<file path="config.mk">
export PLATFORM = sky130hd
export DESIGN_NAME = instr_fetch
export DESIGN_NICKNAME = d
export VERILOG_FILES = /design/src/rtl/instr_fetch.sv
export SDC_FILE = /design/constraint.sdc
export NUM_CORES = 1
export LEC_CHECK = 0
export BUFFER_PORTS_ARGS = -buffer_cell sky130_fd_sc_hd__buf_4
export CAP_MARGIN = 25
export CELL_PAD_IN_SITES_DETAIL_PLACEMENT = 0
export CELL_PAD_IN_SITES_GLOBAL_PLACEMENT = 1
export CORE_ASPECT_RATIO = 0.7
export CORE_MARGIN = 2
export CORE_UTILIZATION = 42
export DETAILED_ROUTE_END_ITERATION = 10
export GPL_TIMING_DRIVEN = 0
export PLACE_DENSITY_LB_ADDON = 0.1
export RECOVER_POWER = 100
export SETUP_SLACK_MARGIN = 0.15
export SLEW_MARGIN = 20
export SYNTH_ARGS = -nofsm -noshare
export SYNTH_HDL_FRONTEND = slang
export SYNTH_SLANG_ARGS = --single-unit
</file>
<file path="constraint.sdc">
create_clock -name clk_87 -period 7.7 [get_ports clk_87]
set_input_delay 1.155 -clock clk_87 [delete_from_list [all_inputs] [get_ports clk_87]]
set_output_delay 1.155 -clock clk_87 [all_outputs]
set_load 0.1 [all_outputs]
</file>
<file path="src/rtl/instr_fetch.sv">
// MIPS instruction-fetch stage: owns the PC, drives a single-outstanding req/ack
// instruction port and loads the IF/ID register {instr, PC+4}.
module instr_fetch #(
    parameter int ADDR_WIDTH  = 32,
    parameter int INSTR_WIDTH = 32,
    parameter logic [ADDR_WIDTH-1:0] RESET_PC = '0
) (
    input  logic                   clk_87,
    input  logic                   rst_87,
    output logic                   imem_req_87,
    output logic [ADDR_WIDTH-1:0]  imem_addr_87,
    input  logic                   imem_ack_87,
    input  logic [INSTR_WIDTH-1:0] imem_data_87,
    output logic [INSTR_WIDTH-1:0] instr_87,
    output logic [ADDR_WIDTH-1:0]  pc_out_87,
    input  logic                   stall_87,
    input  logic                   branch_flag_87,
    input  logic                   jump_flag_87,
    input  logic [ADDR_WIDTH-1:0]  target_pc_87,
    input  logic                   halt_87,
    output logic [31:0]            fetch_count_87
);

    typedef enum logic [2:0] {
        S_IDLE,
        S_FETCH,
        S_HOLD,
        S_DRAIN,
        S_HALTED
    } state_t;

    state_t                 state_q;
    logic [ADDR_WIDTH-1:0]  pc_q;
    logic [ADDR_WIDTH-1:0]  tgt_pend_q;
    logic [INSTR_WIDTH-1:0] hold_buf_q;
    logic                   halt_pend_q;
    logic                   req_q;
    logic [INSTR_WIDTH-1:0] instr_q;
    logic [ADDR_WIDTH-1:0]  pc_out_q;
    logic [31:0]            fetch_count_q;

    logic                   redirect_d;
    logic [ADDR_WIDTH-1:0]  pc_inc_d;

    assign redirect_d = branch_flag_87 | jump_flag_87;
    assign pc_inc_d   = pc_q + ADDR_WIDTH'(4);

    // The PC register doubles as the fetch address; it only moves on an ack or
    // when no request is outstanding, so the address stays stable until ack.
    assign imem_req_87    = req_q;
    assign imem_addr_87   = pc_q;
    assign instr_87       = instr_q;
    assign pc_out_87      = pc_out_q;
    assign fetch_count_87 = fetch_count_q;

    always_ff @(posedge clk_87 or posedge rst_87) begin
        if (rst_87) begin
            state_q       <= S_IDLE;
            pc_q          <= RESET_PC;
            tgt_pend_q    <= '0;
            hold_buf_q    <= '0;
            halt_pend_q   <= 1'b0;
            req_q         <= 1'b0;
            instr_q       <= '0;
            pc_out_q      <= '0;
            fetch_count_q <= '0;
        end else begin
            case (state_q)
                S_IDLE: begin
                    state_q <= S_FETCH;
                    req_q   <= 1'b1;
                end

                S_FETCH: begin
                    if (halt_87) begin
                        instr_q  <= '0;
                        pc_out_q <= '0;
                        if (imem_ack_87) begin
                            state_q <= S_HALTED;
                            req_q   <= 1'b0;
                        end else begin
                            halt_pend_q <= 1'b1;
                            state_q     <= S_DRAIN;
                        end
                    end else if (redirect_d) begin
                        instr_q  <= '0;
                        pc_out_q <= '0;
                        if (imem_ack_87) begin
                            pc_q <= target_pc_87;
                        end else begin
                            tgt_pend_q <= target_pc_87;
                            state_q    <= S_DRAIN;
                        end
                    end else if (stall_87) begin
                        if (imem_ack_87) begin
                            hold_buf_q <= imem_data_87;
                            req_q      <= 1'b0;
                            state_q    <= S_HOLD;
                        end
                    end else if (imem_ack_87) begin
                        instr_q       <= imem_data_87;
                        pc_out_q      <= pc_inc_d;
                        pc_q          <= pc_inc_d;
                        fetch_count_q <= fetch_count_q + 32'd1;
                    end else begin
                        instr_q  <= '0;
                        pc_out_q <= '0;
                    end
                end

                S_HOLD: begin
                    if (halt_87) begin
                        instr_q  <= '0;
                        pc_out_q <= '0;
                        state_q  <= S_HALTED;
                    end else if (redirect_d) begin
                        instr_q  <= '0;
                        pc_out_q <= '0;
                        pc_q     <= target_pc_87;
                        req_q    <= 1'b1;
                        state_q  <= S_FETCH;
                    end else if (!stall_87) begin
                        instr_q       <= hold_buf_q;
                        pc_out_q      <= pc_inc_d;
                        pc_q          <= pc_inc_d;
                        fetch_count_q <= fetch_count_q + 32'd1;
                        req_q         <= 1'b1;
                        state_q       <= S_FETCH;
                    end
                end

                S_DRAIN: begin
                    instr_q  <= '0;
                    pc_out_q <= '0;
                    // Halt or redirect arriving in the ack cycle still takes effect.
                    if (imem_ack_87) begin
                        if (halt_pend_q || halt_87) begin
                            req_q   <= 1'b0;
                            state_q <= S_HALTED;
                        end else begin
                            pc_q    <= redirect_d ? target_pc_87 : tgt_pend_q;
                            state_q <= S_FETCH;
                        end
                    end else begin
                        if (halt_87)    halt_pend_q <= 1'b1;
                        if (redirect_d) tgt_pend_q  <= target_pc_87;
                    end
                end

                S_HALTED: begin
                    req_q    <= 1'b0;
                    instr_q  <= '0;
                    pc_out_q <= '0;
                end

                default: begin
                    state_q <= S_IDLE;
                    req_q   <= 1'b0;
                end
            endcase
        end
    end

endmodule

</file>
After elaboration in Yosys (flattened, before gate mapping)
Cells that the tools add are included.
- reductions and logical operators: 15
- shift operators: 0
- $mul: 0
- bitwise operators: 4
- $add $sub $neg: 2
- divide/modulo/power cells: 0
- equal/unequal tests: 30
- multiplexer cells: 67
- order comparisons: 0
- operator list (kind ; count):
    32-bit two-way mux ; 35
    32-bit one-hot mux with 3 select lines ; 3
    32-bit one-hot mux with 2 select lines ; 2
    3-bit two-way mux ; 11
    32-bit by 1-bit adder with 32-bit output (second input constant) ; 1
    32-bit by 3-bit adder with 32-bit output (second input constant) ; 1
    2-bit inequality test (second input constant) ; 15
    4-bit inequality test (second input constant) ; 5
    3-bit inequality test (second input constant) ; 6
    3-bit one-hot mux with 5 select lines ; 1
    5-bit AND reduction ; 3
    1-bit two-way mux ; 13
    6-bit AND reduction ; 2
    9-bit AND reduction ; 1
    8-bit AND reduction ; 1
    3-bit by 2-bit == test with 1-bit output (second input constant) ; 2
    3-bit nonzero test ; 2
    1-bit one-hot mux with 4 select lines ; 1
    2-bit nonzero test ; 2
    3-bit by 1-bit == test with 1-bit output (second input constant) ; 1
    3-bit == test (second input constant) ; 1
    3-bit logical NOT ; 1
    1-bit NOT ; 3
    3-bit AND reduction ; 1
    other kinds (4) ; 4
- memories: 0
- output and inout bits: 129
- bits of input ports: 71
- ROM bits: 0
- flip-flop bits (word level): 197
- RAM bits: 0
- latch bits: 0

Depth between registers and ports, before layout
Gate-level depths: netlist of the first run.
- word-level depth: 6
- gate-level depth with buffers: 9

Worst setup path after synthesis of the first run
No wires, ideal clock.
- path type: input -> register
- start point: input jump_flag_87
- end point: register fetch_count_q[9] (netlist: fetch_count_87[9])
- slack: 4696 ps
- setup time: 159 ps
- cell stages on the path: 6
- data arrival time: 2845 ps
- path buffers: 1
- data required time: 7541 ps
- path through: or2_1 clkbuf_1 a2111oi_1 and2_1 nand4_1 xnor2_1
- word-level cells in the longest chain between the ends: 3
- elaborated cells between the ends (all ways): 4
- classes of those cells: eq/ne: 2; bitwise: 1; reduce/logical: 1
- ends and longest elaborated chain (element ; RTL line ; RTL):
    from (decl) ; 18 ; input logic jump_flag_87,
    1-bit OR * ; 45 ; assign redirect_d = branch_flag_87 | jump_flag_87;
    2-bit inequality test (no line) ; n/a ;
    8-bit AND reduction (no line) * ; n/a ;
    to (signal assigned) ; 104 ; fetch_count_q <= fetch_count_q + 32'd1;
    to (signal assigned) ; 126 ; fetch_count_q <= fetch_count_q + 32'd1;
    to (decl) ; 40 ; logic [31:0] fetch_count_q;
Mark *: on every way between the ends. The rest lies on a longest branch, timed or not.
A chain may end at the register's enable or synchronous reset.

Final worst setup path of the first run
- start point: input imem_ack_87
- end point: register pc_q[17] (netlist: imem_addr_87[17])
- word-level cells in the longest chain between the ends: 2
- elaborated cells between the ends (all ways): 4
- classes of those cells: eq/ne: 3; reduce/logical: 1
- ends and longest elaborated chain (element ; RTL line ; RTL):
    from (decl) ; 12 ; input logic imem_ack_87,
    3-bit inequality test (no line) or 2-bit inequality test (tied branches) ; n/a ;
    9-bit AND reduction (no line) * ; n/a ;
    to (signal assigned) ; 89 ; pc_q <= target_pc_87;
    to (signal assigned) ; 103 ; pc_q <= pc_inc_d;
    to (signal assigned) ; 119 ; pc_q <= target_pc_87;
    to (decl) ; 33 ; logic [ADDR_WIDTH-1:0] pc_q;
Marks and branches as above.

==> results.json, run 1 <==
{
  "ctsResizeCount": 0,
  "arrival_ns": 4.64,
  "die_area_um2": 23500,
  "synthArstFlopShare_pct": 100,
  "wl_per_cell_um": 19.6,
  "synth_ff_type": "dfrtp_1",
  "ys_seq_area_share_pct": 52.7,
  "yosysTopAreaCell": "dfrtp_1",
  "overflow": 0,
  "drtIter0Drc": 688,
  "violations": "capacitance limit, slew limit",
  "diodes": 0,
  "area_delta_synth_final_pct": 21.5,
  "pwr_density_cell_nw_per_um2": 396,
  "vias": 7911,
  "fillerInstances": 2126,
  "finalCritPeriodShare_pct": 56.3,
  "syn_inst": 899,
  "clk_latency_ns": 0.44,
  "cts.clk_slew.worst_paths_ns": 0.08,
  "grt_pass1_wl_um": 42700,
  "placed_cell_area_um2": 11300,
  "drv_cap": 3,
  "antenna_left": 0,
  "area.sequential_um2": 4930,
  "rows": 45,
  "start_kind": "primary input",
  "max_clock_freq_mhz": 231,
  "grt_pass1_vias": 7429,
  "p_leak_nw": 4.92,
  "final_layout_size_suffix_gt1_share_pct": 14.8,
  "hold_path_class": "reg2reg",
  "finalInstanceArea_um2": 11400,
  "coreArea_um2": 21800,
  "synth_commonest_cells": "197 x dfrtp_1, 114 x nand2_1, 63 x mux2_2",
  "fp.dieW_um": 182,
  "synth_nets": 972,
  "antenna_found_initial": 0,
  "status": "finished with violations",
  "post-dp-hpwl_um": 19900,
  "ys_types": 66,
  "syn_area_um2": 9360,
  "finalHoldViolations": 0,
  "post_cts.repair.setup_buffers": 0,
  "port_buffers": 199,
  "grt_setup_unrepaired": "no",
  "synthTopCellsByArea": "dfrtp_1 53%, mux2_2 7.6%, nand2_1 4.6%, o21ai_0 3.2%, xnor2_1 3.0%",
  "path_class": "in2reg",
  "crit_path_max_fanout": 10,
  "cts_buffers": 17,
  "worstMarginPinSlew_ns": 2.23,
  "drc_errors": 0,
  "synth_top_area_share_pct": 52.7,
  "initial_utilization_pct": 43.0,
  "multiInputGateArea_um2": 4110,
  "finClkSkew_ns": 0.0168,
  "clockBufferDepth": 2,
  "slew_violations": 50,
  "viasPerCell": 5.59,
  "yosysWarnings": 0,
  "crit_path_end_kind": "flip-flop",
  "slew_headroom_pct": -50.7,
  "fin_crit_ns": 4.33,
  "grt_max_degree": 86,
  "drt_pass1_iterations": 5,
  "synth-edff-count": 0,
  "ys_ff_latch": 197,
  "yosysMostFrequentCell": "dfrtp_1",
  "syn_area_per_cell_um2": 10.4,
  "vdd_ir_drop_max_mv": 0.285,
  "cts_sinks": 197,
  "setup_viol": 0,
  "root_buffer": "clkbuf_16",
  "final_nets": 1193,
  "tritoncts": "built",
  "gp_congestion": 0.858,
  "htreeDepth": 4,
  "cts_hold_buf": 0,
  "die_h_um": 129,
  "cp.required_ns": 8.01,
  "wirelength_um": 27700,
  "hold_ws_ns": 0.474,
  "pin_count": 200,
  "grt_usage_pct": 23.8
}
## worst paths after layout
path	from	to	slack (ns)	depth (start not counted)
min	fetch_count_87[31]	fetch_count_87[31]	0.47	1
max in group asynchronous	rst_87	tgt_pend_q[22]	5.19	4
max reg2reg	state_q[0]	imem_addr_87[17]	3.94	6
min in group asynchronous	rst_87	fetch_count_87[17]	1.08	2
max	imem_ack_87	imem_addr_87[17]	3.37	7
min reg2reg	fetch_count_87[31]	fetch_count_87[31]	0.47	1
## flip-flops by register name, summed over array words and instances, names as in the netlist
register        flops
instr_87           32
halt_pend_q         1
imem_addr_87       32
fetch_count_87     32
imem_req_87         1
hold_buf_q         32
tgt_pend_q         32
pc_out_87          32
state_q             3
## through the flow
step / utilization (%) / setup slack (ns) / TNS (ns) / total power, W / std cells
after global routing: 52.2 / 3.14 / 0 / 0.00472 / 1415
after detailed placement: 51.8 / 4.04 / 0 / 0.00363 / 1383
after CTS: 54.7 / 4.48 / 0 / 0.00462 / 1415
final: 52.2 / 3.37 / 0 / 0.00450 / 1415
after floorplan: - / 1.18 / 0 / 0.00306 / 899
after global placement: 51.4 / -1.36 / -263.85 / 0.00361 / 1380
## layer usage
layer / vias to the layer above / track usage, % / part of all wire (%)
met5: - / 0 / 0
met4: 0 / 5.74 / 1.1
met3: 21 / 3.42 / 5.9
met2: 258 / 34.8 / 42
met1: 3932 / 37.0 / 51
li1: 3700 / - / -
## cell families after synthesis
| logic type | count (synthesis) | share of synthesized area [%] |
|---|---|---|
| buffers and inverters | 74 | 3.07 |
| multiplexers | 68 | 8.13 |
| XOR/XNOR | 57 | 5.33 |
| AO/OA/AOI/OAI | 225 | 16.0 |
| adder cells (fa/ha/maj) | 2 | 0.267 |
| flip-flops | 197 | 52.7 |
| AND/OR/NAND/NOR | 276 | 14.5 |
## cell usage in the layout (no fill, tap or decap), types with 9 or more instances in the layout
master       n
nand4_1     15
xnor2_1     32
xor2_1      25
inv_1        9
o21ai_0     60
buf_4       66
clkbuf_1   199
a22oi_1     35
nor2_1      44
dfrtp_1    197
nand2_1    114
a22o_1       9
nor3_1      10
o31ai_1     36
nand3_1     27
clkbuf_16   17
and3_1      27
a21oi_1     34
mux2_2      63
## power breakdown
group	switching [W]	total, W	internal (W)	leakage [nW]
Combinational	0.00153	0.00196	0.000435	2.05
Sequential	0.000232	0.00155	0.00132	2.57
Clock	0.000408	0.000986	0.000578	0.305
Total	0.00216	0.00450	0.00233	4.92
## final cells by class
class                           count  area share [%]
Buffer                             64            2.12
Clock buffer                       20            3.84
Clock inverter                     12            1.77
Inverter                           10           0.341
Multi-Input combinational cell    628            36.1
Sequential cell                   197            43.4
Tap cell                          282            3.10
Timing Repair Buffer              202            9.30
## critical path, cell delays in order
cell,delay (ns)
clkbuf_1,0.15
clkbuf_1,0.35
a21boi_0,0.19
o41ai_1,1.76
clkbuf_1,0.67
o21ai_0,0.19
o2bb2ai_1,0.16
Power figures use the tool's default switching activity.
==> inputs of run 2 (changes only) <==
--- a/config.mk
+++ b/config.mk
@@ -11,7 +11,7 @@
 export CELL_PAD_IN_SITES_GLOBAL_PLACEMENT = 1
 export CORE_ASPECT_RATIO = 0.7
 export CORE_MARGIN = 2
-export CORE_UTILIZATION = 42
+export CORE_UTILIZATION = 38
 export DETAILED_ROUTE_END_ITERATION = 10
 export GPL_TIMING_DRIVEN = 0
 export PLACE_DENSITY_LB_ADDON = 0.1
==> constraint.sdc (replaced) <==
create_clock -name clk_87 -period 3.7 [get_ports clk_87]
set_input_delay 0.555 -clock clk_87 [delete_from_list [all_inputs] [get_ports clk_87]]
set_output_delay 0.555 -clock clk_87 [all_outputs]
set_load 0.1 [all_outputs]
==> results.json, run 2 (same netlist as run 1, synthesis figures left out) <==
{
  "max_clock_freq_mhz": 326,
  "htreeDepth": 4,
  "drt_pass1_iterations": 5,
  "p_int_w": 0.00476,
  "root_buffer": "clkbuf_16",
  "status": "finished with violations",
  "fin_crit_ns": 3.07,
  "drv_cap": 2,
  "grt_usage_pct": 23.0,
  "grt_max_degree": 33,
  "pin_count": 200,
  "utilization_pct": 46.8,
  "rows": 48,
  "power_frac_clock_pct": 21.1,
  "grt_setup_unrepaired": "no",
  "clockBufferDepth": 2,
  "port_buffers": 199,
  "overflow": 0,
  "clk_latency_ns": 0.44,
  "post-dp-hpwl_um": 21100,
  "slew_violations": 31,
  "fin_cells": 1463,
  "gp_congestion": 0.816,
  "p_comb_share_pct": 44.2,
  "cts.clk_slew.worst_paths_ns": 0.08,
  "cp.required_ns": 4.00,
  "cts_sinks": 197,
  "final_cell_mix": "199 x clkbuf_1, 197 x dfrtp_1, 114 x nand2_1",
  "violations": "capacitance limit, slew limit",
  "arrival_ns": 3.37,
  "ctsResizeCount": 0,
  "area_delta_synth_final_pct": 22.3,
  "vdd_ir_drop_max_mv": 0.505,
  "wl_per_cell_um": 19.7,
  "post_cts.repair.setup_buffers": 0,
  "hold_path_class": "in2async",
  "final_common_cell": "clkbuf_1",
  "tritoncts": "built",
  "die_area_um2": 25900,
  "switching_share_pct": 48.8,
  "final_nets": 1198,
  "crit_path_max_fanout": 10,
  "crit_path_end_kind": "flip-flop",
  "finClkSkew_ns": 0.0129,
  "grt_pass1_wl_um": 44900,
  "finalHoldViolations": 0,
  "slew_headroom_pct": -14.7,
  "grt_pass1_vias": 7688,
  "antenna_left": 0,
  "cts_hold_buf": 0,
  "path_class": "reg2reg",
  "drc_errors": 0,
  "p_leak_nw": 4.94,
  "antenna_found_initial": 0,
  "power_switching_w": 0.00454,
  "worstMarginPinSlew_ns": 1.72,
  "setup_viol": 0,
  "start_kind": "flip-flop",
  "coreArea_um2": 24400,
  "final_layout_size_suffix_gt1_share_pct": 15.4,
  "wirelength_um": 28900,
  "pwr_density_cell_nw_per_um2": 812,
  "viasPerCell": 5.36,
  "cts_buffers": 17,
  "power_frac_seq_pct": 34.7,
  "diodes": 0,
  "vias": 7840,
  "die_h_um": 135,
  "drtIter0Drc": 480,
  "initial_utilization_pct": 38.3,
  "dp_cells": 1431,
  "finalCritPeriodShare_pct": 82.9,
  "fp.dieW_um": 192
}
## run 2: changes by cell type in the layout (fill, tap and decap cells not counted), moves of 2 or more
cell / previous run / this run
buf_16: 2 / 0
bufinv_16: 5 / 3
buf_4: 66 / 68
clkinv_2: 2 / 4
clkbuf_8: 0 / 2
buf_12: 0 / 4
## run 2: final timing paths
| kind | start | to | slack, ns | cells past startpoint |
|---|---|---|---|---|
| setup / recovery | state_q[0] | imem_addr_87[17] | 0.63 | 6 |
| hold / removal | rst_87 | hold_buf_q[0] | 0.15 | 2 |
| setup reg to reg | state_q[0] | imem_addr_87[17] | 0.63 | 6 |
| hold reg to reg | fetch_count_87[31] | fetch_count_87[31] | 0.47 | 1 |
| max in group asynchronous | rst_87 | tgt_pend_q[24] | 0.91 | 4 |
| min in group clk_87 | imem_data_87[24] | hold_buf_q[24] | 0.35 | 2 |
## run 2: power by group through the flow
stage               clock, W  sequential [W]  combinational (W)
finish               0.00196         0.00323            0.00410
global route         0.00210         0.00332            0.00438
CTS                  0.00201         0.00323            0.00435
detailed placement         0         0.00327            0.00433
global placement           0         0.00325            0.00428
floorplan                  0         0.00486            0.00150
## run 2: cell type report
class,instances,area [um2]
sequential,197,4930
buffer,64,240
timing repair buffer,207,1100
clock inverter,12,153
tap,325,407
clock buffer,20,457
multi-input combinational,628,4120
inverter,10,38.8
fill,2493,13000
## run 2: through the flow
stage                     area [um2]  TNS (ns)  setup WS (ns)  hold slack [ns]  total power (W)
after floorplan                 9360         0          0.599            0.465          0.00636
after global placement         11300   -171.38         -0.880            0.463          0.00753
after detailed placement       11400         0          0.613            0.462          0.00760
after CTS                      12000         0          0.835           0.0956          0.00958
after global routing           11400         0          0.342            0.171          0.00979
final                          11400         0          0.633            0.149          0.00929
## run 2: critical path, cell delays in order, from the launching register on
cell and delay (ns):
dfrtp_1 0.33, clkbuf_1 0.25, nor2_1 0.18, o41ai_2 1.17, clkbuf_1 0.64, o21ai_0 0.19, o2bb2ai_1 0.17
## run 2: routing by layer
layer  part of all wire (%)  wire (um)  track usage (%)
met4                    1.1        310             5.38
met2                     42      12200             33.5
met3                    6.0       1730             4.35
met5                      0          0                0
met1                     51      14600             35.0
